<file path="config.mk">
export PLATFORM = sky130hd
export DESIGN_NAME = fwd_scoreboard_unit
export DESIGN_NICKNAME = d
export VERILOG_FILES = /design/src/rtl/fwd_pkg.sv /design/src/rtl/fwd_sel_encoder.sv /design/src/rtl/fwd_scoreboard_unit.sv
export SDC_FILE = /design/constraint.sdc
export NUM_CORES = 1
export LEC_CHECK = 0
export CAP_MARGIN = 20
export CORE_MARGIN = 2
export CORE_UTILIZATION = 40
export CTS_CLUSTER_DIAMETER = 60
export CTS_CLUSTER_SIZE = 28
export DETAILED_ROUTE_END_ITERATION = 10
export SLEW_MARGIN = 20
export SYNTH_ARGS = -nofsm -noshare
export SYNTH_HDL_FRONTEND = slang
export SYNTH_SLANG_ARGS = --single-unit
</file>
<file path="constraint.sdc">
create_clock -name clk -period 3 [get_ports clk]
set_input_delay 0.3 -clock clk [delete_from_list [all_inputs] [get_ports clk]]
set_output_delay 0.3 -clock clk [all_outputs]
set_load 0.05 [all_outputs]
</file>
<file path="src/rtl/fwd_pkg.sv">
// Shared constants, types and helpers for the operand-forwarding / hazard unit.
package fwd_pkg;

  // Forward select value meaning "take the operand from the register file".
  localparam int FWD_SEL_RF = 0;

  // Default width of a multi-cycle writeback countdown.
  localparam int SB_LAT_W = 3;

  // Scoreboard countdown counter at the default latency width.
  typedef logic [SB_LAT_W-1:0] sb_cnt_t;

  // Bypass source k is reported on the forward select as k+1.
  function automatic int sel_of_source(input int k);
    return k + 1;
  endfunction

endpackage

</file>
<file path="src/rtl/fwd_sel_encoder.sv">
// Priority encoder choosing the youngest bypass source that holds a given register.
module fwd_sel_encoder
  import fwd_pkg::*;
#(
  parameter  int ADDR_W  = 5,
  parameter  int NUM_FWD = 2,
  localparam int SEL_W   = $clog2(NUM_FWD + 1)
) (
  input  logic [ADDR_W-1:0]         rs,
  input  logic [NUM_FWD*ADDR_W-1:0] fwd_rd,
  input  logic [NUM_FWD-1:0]        fwd_regwrite,
  output logic [SEL_W-1:0]          sel
);

  logic [NUM_FWD-1:0] hit;

  // A source matches only if it writes a real register equal to rs; rs==0 can never match.
  for (genvar gi = 0; gi < NUM_FWD; gi++) begin : g_hit
    assign hit[gi] = fwd_regwrite[gi]
                  && (fwd_rd[gi*ADDR_W +: ADDR_W] != '0)
                  && (fwd_rd[gi*ADDR_W +: ADDR_W] == rs);
  end

  // Scan oldest to youngest so the lowest matching index is the final winner.
  always_comb begin
    sel = SEL_W'(FWD_SEL_RF);
    for (int k = NUM_FWD - 1; k >= 0; k--) begin
      if (hit[k]) sel = SEL_W'(sel_of_source(k));
    end
  end

endmodule

</file>
<file path="src/rtl/fwd_scoreboard_unit.sv">
// Operand forwarding, multi-cycle writeback scoreboard, ID stall and stall counter.
module fwd_scoreboard_unit
  import fwd_pkg::*;
#(
  parameter  int ADDR_W  = 5,
  parameter  int NUM_FWD = 2,
  parameter  int LAT_W   = SB_LAT_W,
  localparam int SEL_W   = $clog2(NUM_FWD + 1)
) (
  input  logic                      clk,
  input  logic                      reset,
  input  logic [ADDR_W-1:0]         ex_rs1,
  input  logic [ADDR_W-1:0]         ex_rs2,
  input  logic [NUM_FWD*ADDR_W-1:0] fwd_rd,
  input  logic [NUM_FWD-1:0]        fwd_regwrite,
  input  logic [ADDR_W-1:0]         id_rs1,
  input  logic [ADDR_W-1:0]         id_rs2,
  input  logic                      ex_memread,
  input  logic [ADDR_W-1:0]         ex_rd,
  input  logic                      issue_valid,
  input  logic [ADDR_W-1:0]         issue_rd,
  input  logic [LAT_W-1:0]          issue_lat,
  output logic [SEL_W-1:0]          forward_a,
  output logic [SEL_W-1:0]          forward_b,
  output logic                      stall,
  output logic [31:0]               stall_count
);

  localparam int NREG = 2 ** ADDR_W;

  logic [SEL_W-1:0] sel_a;
  logic [SEL_W-1:0] sel_b;
  logic [LAT_W-1:0] cnt_q [NREG];
  logic [LAT_W-1:0] cnt_d [NREG];
  logic [NREG-1:0]  busy;
  logic             load_use;
  logic             sb_hazard;
  logic             issue_accept;
  logic [31:0]      stall_count_q;
  logic [31:0]      stall_count_d;

  fwd_sel_encoder #(.ADDR_W(ADDR_W), .NUM_FWD(NUM_FWD)) u_enc_a (
    .rs           (ex_rs1),
    .fwd_rd       (fwd_rd),
    .fwd_regwrite (fwd_regwrite),
    .sel          (sel_a)
  );

  fwd_sel_encoder #(.ADDR_W(ADDR_W), .NUM_FWD(NUM_FWD)) u_enc_b (
    .rs           (ex_rs2),
    .fwd_rd       (fwd_rd),
    .fwd_regwrite (fwd_regwrite),
    .sel          (sel_b)
  );

  // Reset forces every combinational output to its idle value.
  always_comb begin
    forward_a    = reset ? SEL_W'(FWD_SEL_RF) : sel_a;
    forward_b    = reset ? SEL_W'(FWD_SEL_RF) : sel_b;
    load_use     = ex_memread && (ex_rd != '0) && ((ex_rd == id_rs1) || (ex_rd == id_rs2));
    sb_hazard    = busy[id_rs1] || busy[id_rs2];
    stall        = !reset && (load_use || sb_hazard);
    issue_accept = issue_valid && !stall && (issue_rd != '0) && (issue_lat != '0);
  end

  // One countdown per register; x0 is hard-wired idle.
  for (genvar gi = 0; gi < NREG; gi++) begin : g_sb
    if (gi == 0) begin : g_x0
      assign cnt_d[gi] = '0;
      assign busy[gi]  = 1'b0;
    end else begin : g_reg
      assign busy[gi] = (cnt_q[gi] != '0);

      // Decrement while pending; an accepted issue to this entry reloads it instead.
      always_comb begin
        cnt_d[gi] = cnt_q[gi];
        if (cnt_q[gi] != '0) cnt_d[gi] = cnt_q[gi] - LAT_W'(1);
        if (issue_accept && (issue_rd == ADDR_W'(gi))) cnt_d[gi] = issue_lat;
      end
    end

    // Countdown register; reset discards any pending writeback.
    always_ff @(posedge clk) begin
      if (reset) cnt_q[gi] <= '0;
      else       cnt_q[gi] <= cnt_d[gi];
    end
  end

  // Stall cycle counter saturates at all-ones instead of wrapping.
  always_comb begin
    stall_count_d = stall_count_q;
    if (stall && (stall_count_q != 32'hFFFF_FFFF)) stall_count_d = stall_count_q + 32'd1;
  end

  // Stall counter register.
  always_ff @(posedge clk) begin
    if (reset) stall_count_q <= '0;
    else       stall_count_q <= stall_count_d;
  end

  assign stall_count = stall_count_q;

endmodule

</file>
=== Yosys cells after proc, flatten, opt, wreduce, memory -nomap -nowiden ===
Memories as Yosys holds them, arrays and structs flattened.
Cells that the tools add are included.

* Flip-flop bits (word level): 32
* RAM bits: 96
* Bits of input ports: 49
* Output and inout bits: 37
* Logic and storage cells: 298
* Memories: 1

* $add $sub $neg: 32
* Magnitude comparators: 2
* Equal/unequal tests: 38
* Multiplexer cells: 107
* Bitwise operators: 32
* Reductions and logical operators: 85

{| class="wikitable"
|+ Memories
! name !! depth !! bits a word !! read ports !! clocked after Yosys merged registers in !! wr ports !! RTL line !! source
|-
| cnt_q || 32 || 3 || 31 || 0 || 32 || fwd_scoreboard_unit.sv:33 || <nowiki>logic [LAT_W-1:0] cnt_q [NREG];</nowiki>
|}

{| class="wikitable"
|+ Operators with widths
! operator !! number
|-
| $mux W3 || 94
|-
| $reduce_bool A3 Y1 || 32
|-
| $sub A3 B1 Y3 const B || 31
|-
| $eq A5 B5 Y1 const B || 16
|-
| $logic_and A1 B1 Y1 || 44
|-
| $eq A5 B4 Y1 const B || 8
|-
| $add A32 B1 Y32 const B || 1
|-
| $ne A32 B32 Y1 const B || 1
|-
| $or A1 B1 Y1 || 32
|-
| $eq A5 B5 Y1 || 6
|-
| $eq A5 B3 Y1 const B || 4
|-
| $reduce_bool A5 Y1 || 4
|-
| $lt A5 B6 Y1 const B || 2
|-
| $mux W2 || 6
|-
| $bmux W1 S5 || 2
|-
| $eq A5 B2 Y1 const B || 2
|-
| $eq A5 B1 Y1 const B || 1
|-
| $mux W1 || 5
|-
| $logic_or A1 B1 Y1 || 3
|-
| $logic_not A1 Y1 || 2
|}

=== Logic depth before layout (Yosys ltp) ===
Gate-level depths: netlist of the first run.
An unclocked memory read counts as a cell.

* Word-level depth: 14
* Gate-level depth with buffers: 14
* Mapped depth without buffers: 12

=== By module ===
Synthesis of the first run repeated with hierarchy kept, for this count alone.

* Cells, all modules: 991
* Area, all modules: 8,520.7 um^2

{| class="wikitable"
|+ By module, submodules not included
! module !! instances !! cells an instance !! area an instance (um^2) !! seq. area each (um^2)
|-
| fwd_scoreboard_unit || 1 || 951 || 8,217.9 || 2,502.4
|-
| fwd_sel_encoder || 2 || 20 || 151.4 || 0.0
|}

=== Worst setup path after synthesis of the first run ===
No wires, ideal clock.

* Kind: input port to output port
* Start point: in fwd_rd[1]
* End point: out forward_a[1]
* Arrival: 2.770 ns
* Data required time: 2.700 ns
* Setup slack: -0.070 ns
* Cell stages on the path: 4
* Buffers on the path: 0
* Cell sequence: or4_1 -> o21ai_0 -> nor3_1 -> nor4_1

* Word-level cells in the longest chain between the ends: 5
* Elaborated cells between the ends (all ways): 6
* Classes of those cells: eq/ne (1); mux (2); reduce/logical (3)

{| class="wikitable"
|+ Ends and longest elaborated chain
! element !! RTL line !! source
|-
| from (decl) || fwd_scoreboard_unit.sv:14 || <nowiki>input logic [NUM_FWD*ADDR_W-1:0] fwd_rd,</nowiki>
|-
| $reduce_bool A5 Y1 || fwd_sel_encoder.sv:20 || <nowiki>&& (fwd_rd[gi*ADDR_W +: ADDR_W] != '0)</nowiki>
|-
| $logic_and A1 B1 Y1 || fwd_sel_encoder.sv:20 ||
|-
| $logic_and A1 B1 Y1 * || fwd_sel_encoder.sv:21 || <nowiki>&& (fwd_rd[gi*ADDR_W +: ADDR_W] == rs);</nowiki>
|-
| $mux W2 * || fwd_sel_encoder.sv:28 || <nowiki>if (hit[k]) sel = SEL_W'(sel_of_source(k));</nowiki>
|-
| $mux W2 * || fwd_scoreboard_unit.sv:58 || <nowiki>forward_a = reset ? SEL_W'(FWD_SEL_RF) : sel_a;</nowiki>
|-
| to (decl) || fwd_scoreboard_unit.sv:23 || <nowiki>output logic [SEL_W-1:0] forward_a,</nowiki>
|}

Every way passes the cells marked *; elsewhere a longest branch is shown, timed or not.

==> results of run 1 <==
==> kinds of logic (layout without fill, tap and decap cells) <==
family                   count (synthesis)  after routing
AND/OR/NAND/NOR                        426            426
AO/OA/AOI/OAI                          131            131
flip-flops                             125            125
buffers and inverters                  123            415
multiplexers                            92             92
XOR/XNOR                                73             73
adder cells (fa/ha/maj)                 63             63
other                                    0              1
==> registers in the layout, summed over array words and instances (netlist names) <==
name	count
stall_count	32
cnt_q	93
==> synth_stat cells (6+ instances only) <==
library cell	n
xnor2_1	57
nor3_1	18
nor3_4	7
nand4_1	11
nor2_1	110
mux4_2	10
a211oi_1	19
or3_1	6
nor4_1	23
nand2_1	100
o31ai_1	21
nand3_1	55
ha_1	63
inv_1	73
nand2b_1	7
nor3b_1	6
nor2b_1	41
dfxtp_1	125
xor2_1	16
buf_2	11
a21oi_1	39
or4_1	11
mux2i_1	74
clkbuf_1	33
o21ai_0	33
==> per-stage QoR <==
| stage | utilization, % | total power [mW] | cells | TNS (ns) | setup slack (ns) |
|---|---|---|---|---|---|
| CTS | 58.1 | 10.6 | 1595 | -0.274 | -0.0828 |
| finish | 60.3 | 11.0 | 1601 | -0.154 | -0.0833 |
| global placement | 50.8 | 7.47 | 1487 | -33.57 | -0.388 |
| floorplan | - | 5.76 | 1033 | 0 | 0.0519 |
| detailed placement | 50.8 | 7.56 | 1487 | -34.48 | -0.378 |
| global route | 60.3 | 11.9 | 1601 | -3.02 | -0.156 |
==> worst paths after layout <==
check / end / cells past startpoint
setup reg to reg: cnt_q[1][36]$_SDFFE_PP0P_ / 14
hold reg to reg: stall_count[15]$_SDFFE_PP0P_ / 2
hold / removal: stall_count[29]$_SDFFE_PP0P_ / 4
setup / recovery: stall / 11
==> power groups by stage <==
stage	combinational [mW]	sequential [mW]	clock [mW]
3_3_place_gp	4.95	2.53	0
2_1_floorplan	3.24	2.52	0
6_report	6.28	2.62	2.08
4_1_cts	5.88	2.57	2.12
5_1_grt	7.00	2.68	2.19
3_5_place_dp	5.01	2.54	0
==> placed cells by master (no fill, tap or decap), types with 35 or more instances in the layout <==
cell,instances
nand3_1,50
dfxtp_1,106
xnor2_1,57
nor2_1,109
mux2i_1,73
ha_1,47
buf_4,203
a21oi_1,35
clkdlybuf4s50_1,77
inv_1,49
nand2_1,98
==> worst register-to-register path, delay by kind of cell, from the launching register on <==
kind,cells,cell delay (ns)
compound gates,3,0.47
fa+ha+maj,1,0.15
buf+inv,4,0.45
flops,1,0.33
mux,1,0.23
simple gates,5,1.28
==> what timing repair did <==
action | CTS | global route
buffers inserted | 81 | 11
gates resized for setup | 102 | 98
pin swaps | 25 | 36
gates cloned | 0 | 2
setup endpoints to repair | 126 | 110
==> layout make-up <==
cell class,instances,share of cell area [%]
Multi-Input combinational cell,785,48.8
Timing Repair Buffer,309,21.5
Clock inverter,15,1.29
Sequential cell,125,20.1
Clock buffer,17,3.38
Inverter,74,2.23
Antenna cell,1,0.0199
Tap cell,275,2.73
==> metal layers <==
| metal | GRT usage [%] | vias up | wire [um] |
|---|---|---|---|
| li1 | - | 4143 | - |
| met4 | 8.62 | 2 | 669 |
| met3 | 4.36 | 41 | 921 |
| met5 | 0 | - | 13 |
| met2 | 38.9 | 156 | 12200 |
| met1 | 26.1 | 3869 | 10500 |
==> impl_metrics.json, run 1 <==
{
  "synth_area_leaders": "dfxtp_1 30%, ha_1 9.3%, mux2i_1 8.7%, xnor2_1 5.9%, nor2_1 4.9%",
  "grt_pass1_vias": 8100,
  "synth_top_area_share_pct": 29.5,
  "nets": 1424,
  "drt-wirelength-per-cell_um": 15.2,
  "period_needed_ns": 3.08,
  "cp.arrival_ns": 2.78,
  "layout_setup_ws_ns": -0.0833,
  "synth_compound_area_share_pct": 9.52,
  "outcome": "complete, but fails checks",
  "rrSetupSlack_ns": -0.04,
  "root_buffer": "clkbuf_16",
  "wl_um": 24300,
  "synth_top_family_by_area": "simple AND/OR/NAND/NOR gates",
  "crit_buf_inv": 4,
  "io_pins": 86,
  "grt_pass1_wl_um": 39200,
  "synth_area_sq_mm": 0.00848,
  "slew_viol_final": 0,
  "dieArea_sq_mm": 0.0224,
  "seq_area_frac_synth_pct": 29.5,
  "tritoncts": "done",
  "max_freq_mhz": 324,
  "clk_path_buf_depth": 2,
  "rsz0062_at_grt": "yes",
  "synth-main-ff-cell": "dfxtp_1",
  "cts.hold.buffers_added": 0,
  "cp_max_fo": 3,
  "synth_xor_area_share_pct": 7.54,
  "dpl.hpwl_um": 16200,
  "violations": "negative setup slack",
  "routed_via_density": 5.13,
  "hold_ws_ns": 0.393,
  "synth_adder_area_share_pct": 9.30,
  "numCtsBuffers": 17,
  "power.switching_mw": 4.07,
  "vias": 8211,
  "async_reset_ff_share_pct": 0,
  "drive_gt1_share_pct": 31.6,
  "rows": 53,
  "seqPwrFrac_pct": 23.8,
  "p_comb_share_pct": 57.2,
  "p_leak_nw": 5.12,
  "gp_congestion": 0.813,
  "drc": 0,
  "max-cap-violations": 0,
  "yosys_warnings": 0,
  "syn_to_final_growth_pct": 48.5,
  "port_buffers": 85,
  "synth_seq_cells": 125,
  "clock_latency_ns": 0.43,
  "timing.final.crit_share_pct": 103,
  "drt_iter0_drc": 476,
  "die_y_um": 150,
  "p_per_area_mw_per_mm2": 872,
  "min_from": "reset",
  "grt_antenna_before_repair": 2,
  "final_antenna_net_count": 0,
  "required_ns": 2.70,
  "crit_chain": "inv_2, ha_4, or3b_4, a211oi_2, a21oi_1, nor4bb_2, or4_4, o21ai_4, inv_4, buf_6, buf_8",
  "synthSimpleGateAreaFrac_pct": 25.9,
  "final_area_sq_mm": 0.0126,
  "dr.pass1.iters": 5,
  "crit_path_top_delay_cell": "or4_4",
  "synth_cell_type_count": 59,
  "synth_edf_count": 0,
  "initial_core_util_pct": 40.6,
  "synth_cells": 1033,
  "gr-total-overflow": 0,
  "final_hold_viol_count": 0,
  "crit_path_max_incr_delay_ns": 0.48,
  "htree_levels": 4,
  "finalSetupViolations": 5,
  "p_clk_share_pct": 19.0,
  "worstReg2RegStart": "cnt_q[0][24]$_SDFFE_PP0P_",
  "multi_input_area_sq_mm": 0.00614,
  "peakVddDrop_v": 0.000494,
  "hold_path.class": "in2reg",
  "sw_frac_of_total_pct": 37.1,
  "die_w_um": 150,
  "grtUsageTotal_pct": 22.0,
  "synthMuxAreaShare_pct": 12.5,
  "postPlaceCellArea_sq_mm": 0.0106,
  "design.core.area_sq_mm": 0.0209,
  "cp-start-kind": "flip-flop",
  "cts_sinks": 125,
  "end_kind": "output pin",
  "critical_path_class": "reg2out",
  "skew_ns": 0.0108,
  "p_int_mw": 6.91,
  "clkTransAtPathRegs_ns": 0.06,
  "synth_top_area_cell": "dfxtp_1",
  "crit_path_start": "cnt_q[0][24]$_SDFFE_PP0P_",
  "fillerInstances": 1799,
  "synth_nets": 1145,
  "worst_slew_pin_slew_ns": 0.840,
  "relSlewSlack_pct": 44.0,
  "crit_family": "simple AND/OR/NAND/NOR gates",
  "syn_avg_cell_area_sq_um": 8.21,
  "area.sequential_sq_mm": 0.00253,
  "grt_start_max_net_pins": 76
}
No activity file was read; power rests on OpenSTA's default activity.
==> run 2: changes to the inputs <==
--- a/config.mk
+++ b/config.mk
@@ -11,6 +11,7 @@
 export CTS_CLUSTER_DIAMETER = 60
 export CTS_CLUSTER_SIZE = 28
 export DETAILED_ROUTE_END_ITERATION = 10
+export GPL_TIMING_DRIVEN = 1
 export SLEW_MARGIN = 20
 export SYNTH_ARGS = -nofsm -noshare
 export SYNTH_HDL_FRONTEND = slang
==> results of run 2 <==
Final layout, timing and power as in run 1 (identical DEF).
==> run 3: changes to the inputs <==
--- a/config.mk
+++ b/config.mk
@@ -7,11 +7,12 @@
 export LEC_CHECK = 0
 export CAP_MARGIN = 20
 export CORE_MARGIN = 2
-export CORE_UTILIZATION = 40
+export CORE_UTILIZATION = 53
 export CTS_CLUSTER_DIAMETER = 60
 export CTS_CLUSTER_SIZE = 28
 export DETAILED_ROUTE_END_ITERATION = 10
 export GPL_TIMING_DRIVEN = 1
+export PLACE_DENSITY = 0.78
 export SLEW_MARGIN = 20
 export SYNTH_ARGS = -nofsm -noshare
 export SYNTH_HDL_FRONTEND = slang
==> impl_metrics.json, run 3 (synthesis gave the netlist of run 1 again) <==
{
  "grt_antenna_before_repair": 0,
  "drc": 0,
  "dr.pass1.iters": 5,
  "grt_pass1_vias": 8106,
  "routed_via_density": 5.71,
  "period_needed_ns": 3.23,
  "design.core.area_sq_mm": 0.0158,
  "max_freq_mhz": 310,
  "cts_sinks": 125,
  "die_w_um": 130,
  "cp-start-kind": "flip-flop",
  "initial_core_util_pct": 53.8,
  "utilization_pct": 72.8,
  "peakVddDrop_v": 0.000555,
  "htree_levels": 4,
  "grtUsageTotal_pct": 28.3,
  "nets": 1343,
  "timing.final.crit_share_pct": 108,
  "port_buffers": 85,
  "max-cap-violations": 0,
  "required_ns": 2.70,
  "largest_reg_flops": 93,
  "end_kind": "output pin",
  "dpl.hpwl_um": 15800,
  "critical_path_class": "reg2out",
  "wl_um": 24000,
  "gp_congestion": 0.841,
  "area.sequential_sq_mm": 0.00251,
  "cp.arrival_ns": 2.93,
  "violations": "negative setup slack",
  "gr-total-overflow": 0,
  "vias": 8341,
  "tritoncts": "done",
  "hold_ws_ns": 0.131,
  "die_y_um": 130,
  "p_per_area_mw_per_mm2": 885,
  "fillerInstances": 1144,
  "syn_to_final_growth_pct": 35.5,
  "clkTransAtPathRegs_ns": 0.06,
  "final_antenna_net_count": 0,
  "hold_path.class": "in2reg",
  "grt_pass1_wl_um": 38100,
  "multi_input_area_sq_mm": 0.00585,
  "drt-wirelength-per-cell_um": 16.5,
  "regMostFlops": "cnt_q",
  "clock_latency_ns": 0.44,
  "finalSetupViolations": 51,
  "p_total_mw": 10.2,
  "final_hold_viol_count": 0,
  "pre_cts_slack_ns": -0.454,
  "root_buffer": "clkbuf_16",
  "numCtsBuffers": 17,
  "outcome": "complete, but fails checks",
  "layout_commonest_cell": "buf_4",
  "antenna_cells": 0,
  "clk_path_buf_depth": 2,
  "relSlewSlack_pct": 49.6,
  "dieArea_sq_mm": 0.0170,
  "p_leak_nw": 4.62,
  "io_pins": 86,
  "rsz0062_at_grt": "yes",
  "cp_max_fo": 2,
  "rows": 46,
  "totalNegativeSetupSlack_ns": -3.56,
  "final_cell_mix": "136 x buf_4, 121 x dfxtp_1, 110 x nor2_1",
  "grt_start_max_net_pins": 68,
  "skew_ns": 0.00689,
  "drive_gt1_share_pct": 22.3,
  "slew_viol_final": 0,
  "worst_slew_pin_slew_ns": 0.749,
  "layout_setup_ws_ns": -0.228,
  "drt_iter0_drc": 726
}
==> run 3: cell count changes in the layout (fill, tap and decap cells not counted), moves of 5 or more <==
cell     delta
buf_4      -67
buf_6      -11
dfxtp_1    +15
dfxtp_2    -15
ha_2        +5
ha_4        -9
inv_1      +18
inv_2      -18
==> run 3: final cells by class <==
type | instances | area share [%]
Multi-Input combinational cell | 785 | 50.9
Clock buffer | 19 | 3.86
Sequential cell | 125 | 21.8
Inverter | 74 | 2.44
Timing Repair Buffer | 228 | 17.6
Clock inverter | 13 | 1.02
Tap cell | 216 | 2.35
==> run 3: critical path, cell delays in order (launching register included) <==
cell     delay [ns]
dfxtp_1        0.31
inv_1          0.07
ha_2           0.18
nor2b_4        0.15
buf_4          0.14
nor2b_1        0.06
o32ai_2        0.33
nor4_2         0.08
or4_4          0.56
o21ai_4        0.18
inv_4          0.06
buf_6          0.12
buf_6          0.10
buf_8          0.14
==> run 3: path summary, 6_finish.rpt <==
| path | from | endpoint | slack (ns) | cells past startpoint |
|---|---|---|---|---|
| hold reg to reg | stall_count[16]$_SDFFE_PP0P_ | stall_count[16]$_SDFFE_PP0P_ | 0.49 | 2 |
| setup reg to reg | cnt_q[0][34]$_SDFFE_PP0P_ | stall_count[14]$_SDFFE_PP0P_ | -0.20 | 12 |
| setup / recovery | cnt_q[0][9]$_SDFFE_PP0P_ | stall | -0.23 | 13 |
| hold / removal | reset | stall_count[14]$_SDFFE_PP0P_ | 0.13 | 2 |
==> run 3: report_power, final <==
part,total (mW),switching (mW),internal (mW)
Clock,1.99,0.828,1.16
Combinational,5.58,2.74,2.85
Sequential,2.59,0.399,2.20
Total,10.2,3.96,6.20
==> run 3: what timing repair did <==
item,4_1_cts,5_1_grt
endpoints found under the hold margin,0,0
buffers inserted,10,1
pin swaps,19,13
cloned,0,1
hold buffers,0,0
endpoints found under the setup margin,108,121
gates resized for setup,70,27
==> run 3: stage by stage <==
step                area (sq um)  cells
global placement           10500   1419
floorplan                   8480   1033
CTS                        11300   1459
finish                     11500   1460
global route               11500   1460
detailed placement         10500   1419
==> run 3: per-layer routing <==
metal  share of wire, %  track usage [%]
met1                 40             33.5
met2                 49             48.9
met3                7.2             6.76
met4                3.6             13.0
met5                  0                0
